===== src/rtl/cfg_lut_chain_if.sv =====
// Configuration stream interface for cfg_lut_chain.
// The master drives the serial valid/ready load stream; the slave (the LUT chain) returns status.
interface cfg_lut_chain_if;
  logic cfg_start;
  logic cfg_abort;
  logic cfg_valid;
  logic cfg_data;
  logic cfg_ready;
  logic cfg_done;
  logic cfg_busy;

  modport master (
    output cfg_start, cfg_abort, cfg_valid, cfg_data,
    input  cfg_ready, cfg_done, cfg_busy
  );

  modport slave (
    input  cfg_start, cfg_abort, cfg_valid, cfg_data,
    output cfg_ready, cfg_done, cfg_busy
  );
endinterface


===== src/rtl/cfg_lut_chain.sv =====
// Cascade of runtime-configurable 2-input LUT stages, each with an optional output register.
// Configuration is shifted serially into a shadow chain and committed atomically.
module cfg_lut_chain #(
  parameter int unsigned NUM_STAGES = 4
) (
  input  logic                  clk,
  input  logic                  reset,
  input  logic                  in0,
  input  logic [NUM_STAGES-1:0] side_in,
  output logic                  out0,
  output logic [NUM_STAGES-1:0] stage_out,
  cfg_lut_chain_if.slave        cfg
);

  localparam int unsigned CFG_BITS = 5 * NUM_STAGES;
  localparam int unsigned CNT_W    = $clog2(CFG_BITS + 1);

  localparam logic [1:0] S_IDLE   = 2'd0;
  localparam logic [1:0] S_LOAD   = 2'd1;
  localparam logic [1:0] S_COMMIT = 2'd2;

  logic [1:0]            r_state;
  logic [1:0]            w_next_state;
  logic [CNT_W-1:0]      r_cnt;
  logic [CNT_W-1:0]      w_cnt_inc;
  logic [CFG_BITS-1:0]   r_shadow;
  logic [CFG_BITS-1:0]   r_active;
  logic [NUM_STAGES-1:0] r_pipe;
  logic [NUM_STAGES-1:0] w_lut_vec;
  logic                  r_ready;
  logic                  r_done;
  logic                  r_busy;
  logic                  w_start;
  logic                  w_accept;
  logic                  w_commit;

  assign w_cnt_inc = r_cnt + CNT_W'(1);

  // Next-state and per-cycle control decode
  always_comb begin
    w_next_state = r_state;
    w_start      = 1'b0;
    w_accept     = 1'b0;
    w_commit     = 1'b0;
    case (r_state)
      S_IDLE: begin
        if (cfg.cfg_start && !cfg.cfg_abort) begin
          w_next_state = S_LOAD;
          w_start      = 1'b1;
        end
      end
      S_LOAD: begin
        // Abort takes priority over a coincident data beat
        if (cfg.cfg_abort) begin
          w_next_state = S_IDLE;
        end else if (cfg.cfg_valid) begin
          w_accept = 1'b1;
          if (w_cnt_inc == CNT_W'(CFG_BITS)) begin
            w_next_state = S_COMMIT;
          end
        end
      end
      S_COMMIT: begin
        w_commit     = 1'b1;
        w_next_state = S_IDLE;
      end
      default: begin
        w_next_state = S_IDLE;
      end
    endcase
  end

  // State register and registered status flags
  always_ff @(posedge clk) begin
    if (reset) begin
      r_state <= S_IDLE;
      r_ready <= 1'b0;
      r_done  <= 1'b0;
      r_busy  <= 1'b0;
    end else begin
      r_state <= w_next_state;
      r_ready <= (w_next_state == S_LOAD);
      r_done  <= (w_next_state == S_COMMIT);
      r_busy  <= (w_next_state == S_LOAD) || (w_next_state == S_COMMIT);
    end
  end

  // Bit counter, shadow shift chain and atomic commit into the active config
  always_ff @(posedge clk) begin
    if (reset) begin
      r_cnt    <= '0;
      r_shadow <= '0;
      r_active <= '0;
    end else begin
      if (w_start) begin
        r_cnt <= '0;
      end else if (w_accept) begin
        r_cnt <= w_cnt_inc;
      end
      if (w_accept) begin
        r_shadow <= {r_shadow[CFG_BITS-2:0], cfg.cfg_data};
      end
      if (w_commit) begin
        r_active <= r_shadow;
      end
    end
  end

  // Stage registers capture every cycle; the REG bit only selects the tap
  always_ff @(posedge clk) begin
    if (reset) begin
      r_pipe <= '0;
    end else begin
      r_pipe <= w_lut_vec;
    end
  end

  for (genvar i = 0; i < int'(NUM_STAGES); i++) begin : g_stage
    logic       w_a;
    logic       w_lut;
    logic       w_out;
    logic       w_reg;
    logic [3:0] w_tt;

    if (i == 0) begin : g_first
      assign w_a = in0;
    end else begin : g_next
      assign w_a = g_stage[i-1].w_out;
    end

    assign w_tt         = r_active[5*i +: 4];
    assign w_reg        = r_active[5*i + 4];
    assign w_lut        = w_tt[{side_in[i], w_a}];
    assign w_out        = w_reg ? r_pipe[i] : w_lut;
    assign w_lut_vec[i] = w_lut;
    assign stage_out[i] = w_out;
  end

  assign out0          = stage_out[NUM_STAGES-1];
  assign cfg.cfg_ready = r_ready;
  assign cfg.cfg_done  = r_done;
  assign cfg.cfg_busy  = r_busy;

endmodule


===== src/flat_wrapper.sv =====
// flat-port wrapper written by rule: the top's interface ports become plain ports
module cfg_lut_chain_flat 
#(
  parameter int unsigned NUM_STAGES = 4
)
  (clk, reset, in0, side_in, out0, stage_out, cfg_cfg_start, cfg_cfg_abort, cfg_cfg_valid, cfg_cfg_data, cfg_cfg_ready, cfg_cfg_done, cfg_cfg_busy);
  cfg_lut_chain_if cfg_i ();
  input  logic clk;
  input  logic reset;
  input  logic in0;
  input  logic [NUM_STAGES-1:0] side_in;
  output logic out0;
  output logic [NUM_STAGES-1:0] stage_out;
  input wire logic [$bits(cfg_i.cfg_start)-1:0] cfg_cfg_start;
  input wire logic [$bits(cfg_i.cfg_abort)-1:0] cfg_cfg_abort;
  input wire logic [$bits(cfg_i.cfg_valid)-1:0] cfg_cfg_valid;
  input wire logic [$bits(cfg_i.cfg_data)-1:0] cfg_cfg_data;
  output wire logic [$bits(cfg_i.cfg_ready)-1:0] cfg_cfg_ready;
  output wire logic [$bits(cfg_i.cfg_done)-1:0] cfg_cfg_done;
  output wire logic [$bits(cfg_i.cfg_busy)-1:0] cfg_cfg_busy;
  assign cfg_i.cfg_start = cfg_cfg_start;
  assign cfg_i.cfg_abort = cfg_cfg_abort;
  assign cfg_i.cfg_valid = cfg_cfg_valid;
  assign cfg_i.cfg_data = cfg_cfg_data;
  assign cfg_cfg_ready = cfg_i.cfg_ready;
  assign cfg_cfg_done = cfg_i.cfg_done;
  assign cfg_cfg_busy = cfg_i.cfg_busy;
  cfg_lut_chain #(.NUM_STAGES(NUM_STAGES)) u_core (.clk(clk), .reset(reset), .in0(in0), .side_in(side_in), .out0(out0), .stage_out(stage_out), .cfg(cfg_i));
endmodule

===== config.mk =====
export PLATFORM = sky130hd
export DESIGN_NAME = cfg_lut_chain_flat
export DESIGN_NICKNAME = d
export VERILOG_FILES = /design/src/rtl/cfg_lut_chain_if.sv /design/src/rtl/cfg_lut_chain.sv /design/src/flat_wrapper.sv
export SDC_FILE = /design/constraint.sdc
export NUM_CORES = 1
export LEC_CHECK = 0
export CORE_AREA = 2 2 66 68
export CTS_CLUSTER_DIAMETER = 30
export CTS_CLUSTER_SIZE = 14
export DETAILED_ROUTE_END_ITERATION = 6
export DIE_AREA = 0 0 68 70
export GPL_TIMING_DRIVEN = 0
export HOLD_SLACK_MARGIN = 0.06
export PLACE_DENSITY = 0.73
export SLEW_MARGIN = 20
export SYNTH_ARGS = -nofsm -noshare
export SYNTH_HDL_FRONTEND = slang
export SYNTH_SLANG_ARGS = --single-unit

===== constraint.sdc =====
create_clock -name clk -period 4.75 [get_ports clk]
set_clock_uncertainty 0.1 [all_clocks]
set_input_delay 0.7125 -clock clk [delete_from_list [all_inputs] [get_ports clk]]
set_output_delay 0.7125 -clock clk [all_outputs]
set_load 0.05 [all_outputs]

==> results of run 1 <==
==> cell type report <==
cell class,count,area [sq um]
Multi-Input combinational cell,187,967
Fill cell,405,1650
Sequential cell,54,1080
Clock inverter,1,30.0
Inverter,6,22.5
Tap cell,52,65.1
Timing Repair Buffer,17,164
Buffer,19,86.3
Clock buffer,6,82.6
==> state kept, by name (all words and copies together), names as in the netlist <==
name / count
u_core.r_state: 2
u_core.r_pipe: 4
u_core.cfg.cfg_done: 1
u_core.cfg.cfg_busy: 1
u_core.cfg.cfg_ready: 1
u_core.r_active: 20
u_core.r_shadow: 20
u_core.r_cnt: 5
==> routing by layer <==
metal | vias up | part of all wire, % | global-route usage [%]
met2 | 27 | 45 | 28.9
met1 | 749 | 49 | 25.3
met4 | 0 | 0.90 | 4.67
li1 | 914 | - | -
met3 | 4 | 4.4 | 5.96
met5 | - | 0 | 0
==> worst reg2reg max path: stages (launching register included) <==
cell and delay, ps:
dfxtp_1 340, or2_0 220, o221a_2 300, inv_2 80, mux2_4 310, a211o_1 340
a221oi_2 300, mux2_4 350, nor2_2 70
==> synthesized netlist by cell type, types with 2 or more instances <==
cell	n	area share [%]
inv_1	5	0.87
xor2_1	3	1.2
clkbuf_1	13	2.3
nand4_1	2	0.58
buf_1	2	0.35
nor2b_1	3	0.87
nand3_1	2	0.46
dfxtp_1	54	50
ha_1	3	1.7
a21oi_1	41	9.5
nand2_1	91	16
mux2i_1	7	3.2
nor2_1	15	2.6
mux2_4	2	1.4
buf_4	4	1.4
==> report_power, final <==
group,switching [uW],internal [uW]
sequential,1.18,454
combinational,19.1,13.3
clock,140,169
==> metrics by stage <==
stage          cell area (sq um)  cells
2_1_floorplan               2160    266
3_3_place_gp                2390    335
3_5_place_dp                2390    335
4_1_cts                     2500    342
5_1_grt                     2500    342
6_report                    2500    342
==> worst max path at each step <==
stage                        end  cells after the start
floorplan           stage_out[3]                      9
global placement    stage_out[3]                     11
detailed placement  stage_out[3]                     11
CTS                 stage_out[3]                     11
global route                out0                     10
finish                      out0                     10
==> cells by family after synthesis <==
family                     synth area share [%]
and+or+nand+nor                            22.6
DFF                                        50.1
AOI/OAI and AO/OA                          13.2
buffers and inverters                      5.05
muxes                                      5.68
xor gates and xnor gates                   1.62
adders and majority gates                  1.74
==> repair_timing <==
action / CTS / global route
resized for setup: 2 / 2
gates cloned: 0 / 0
endpoints found under the setup margin: 2 / 1
==> flow_metrics.env, run 1 <==
export IMPL_outcome="completed"
export IMPL_place_ws_ps=-212
export IMPL_cp_required_ps=3940
export IMPL_start_util_pct=52.1
export IMPL_drt_first_pass_iters=5
export IMPL_start_kind="input port"
export IMPL_ys_ff_latch=54
export IMPL_period_share_pct=95.9
export IMPL_clock_fmax_mhz=220
export IMPL_num_vias=1694
export IMPL_whs_ps=358
export IMPL_avgViaCountPerCell=4.95
export IMPL_clock_latency_ps=300
export IMPL_ys_warn_count=0
export IMPL_worstReg2RegStart="u_core.r_active[4]"
export IMPL_synthCells=266
export IMPL_end_kind="output pin"
export IMPL_synth_area_sq_um=2160
export IMPL_p_leak_uw=0.000905
export IMPL_drive_gt1_share_pct=7.93
export IMPL_cts_htree_levels=2
export IMPL_cts_made_buffers=5
export IMPL_port_buffers=17
export IMPL_grt_max_degree=16
export IMPL_worstPathArrival_ps=3740
export IMPL_cts_hold_fix_buffers=0
export IMPL_maxCapViolations=0
export IMPL_grt_usage_pct=18.7
export IMPL_synth_edff_count=0
export IMPL_hold_end="u_core.r_active[16]"
export IMPL_cts_tree="yes"
export IMPL_crit_chain="clkdlybuf4s50_1 -> mux2i_1 -> o221a_2 -> inv_2 -> mux2_4 -> a211o_1 -> a221oi_2 -> mux2_4 -> o21ai_2 -> dlygate4sd2_1"
export IMPL_cpLargestDelayFamily="buffers and inverters"
export IMPL_timing_worst_slew_pin_value_ps=538
export IMPL_die_area_sq_um=4760
export IMPL_pin_count=19
export IMPL_num_antenna_cells=0
export IMPL_rows=24
export IMPL_final_common_cell="nand2_1"
export IMPL_ir_drop_uv=221
export IMPL_r2r_end="u_core.r_pipe[3]"
export IMPL_ys_seq_area_share_pct=50.1
export IMPL_setup_violations=0
export IMPL_drt_initial_drc_count=60
export IMPL_die_w_um=68
export IMPL_slowest_delay_ps=540
export IMPL_finalWorstSetupSlack_ps=195
export IMPL_hold_depth=2
export IMPL_reg2reg_depth=8
export IMPL_crit_start="side_in[0]"
export IMPL_worstHoldStart="u_core.r_active[16]"
export IMPL_slew_headroom_pct=64.1
export IMPL_drc=0
export IMPL_yosysUniqueCellTypes=34
export IMPL_cts_buffer_depth=2
export IMPL_grt_ovfl_total=0
export IMPL_layout_common_cells="91 x nand2_1, 54 x dfxtp_1, 41 x a21oi_1"
export IMPL_syn_area_per_cell_sq_um=8.11
export IMPL_rsz0062_at_grt="no"
export IMPL_crit_top_cell="mux2_4"
export IMPL_hold_viol=0
export IMPL_async_flop_share_pct=0
export IMPL_ant_nets=0
export IMPL_routed_wl_um=3870
export IMPL_power_density_nw_per_um2=319
export IMPL_hpwl_um=2900
export IMPL_die_h_um=70
export IMPL_gp_congestion=0.765
export IMPL_syn_to_final_growth_pct=15.8
export IMPL_nets=304
export IMPL_coreArea_sq_um=4140
export IMPL_post_cts_buffers=0
export IMPL_crit_buf_inv=3
export IMPL_cts_sink_count=54
export IMPL_grt_pass1_wl_um=6840
export IMPL_post_route_util_pct=60.3
export IMPL_hold_class="reg -> reg"
export IMPL_synth_ff_type="dfxtp_1"
export IMPL_fin_setup_tns_ps=0
export IMPL_wl_per_cell_um=11.3
export IMPL_path_class="in -> out"
export IMPL_drv_slew=0
export IMPL_grt_pass1_vias=1598
export IMPL_critical_path_slowest_cell="dlygate4sd2_1"
export IMPL_synth_nets=280
export IMPL_antenna_found_initial=0
export IMPL_worstPathMaxFanout=3
export IMPL_cts_root_buffer="clkbuf_8"
export IMPL_period_needed_ps=4550
export IMPL_clk_pin_slew_ps=90
export IMPL_rrSetupSlack_ps=2290
export IMPL_total_power_uw=796
Power figures use the tool's default switching activity.
==> run 2: changes to the inputs <==
Settings changed: TNS_END_PERCENT from default to 50.
==> results of run 2 <==
No change in the layout: final DEF, timing and power equal those of run 1.
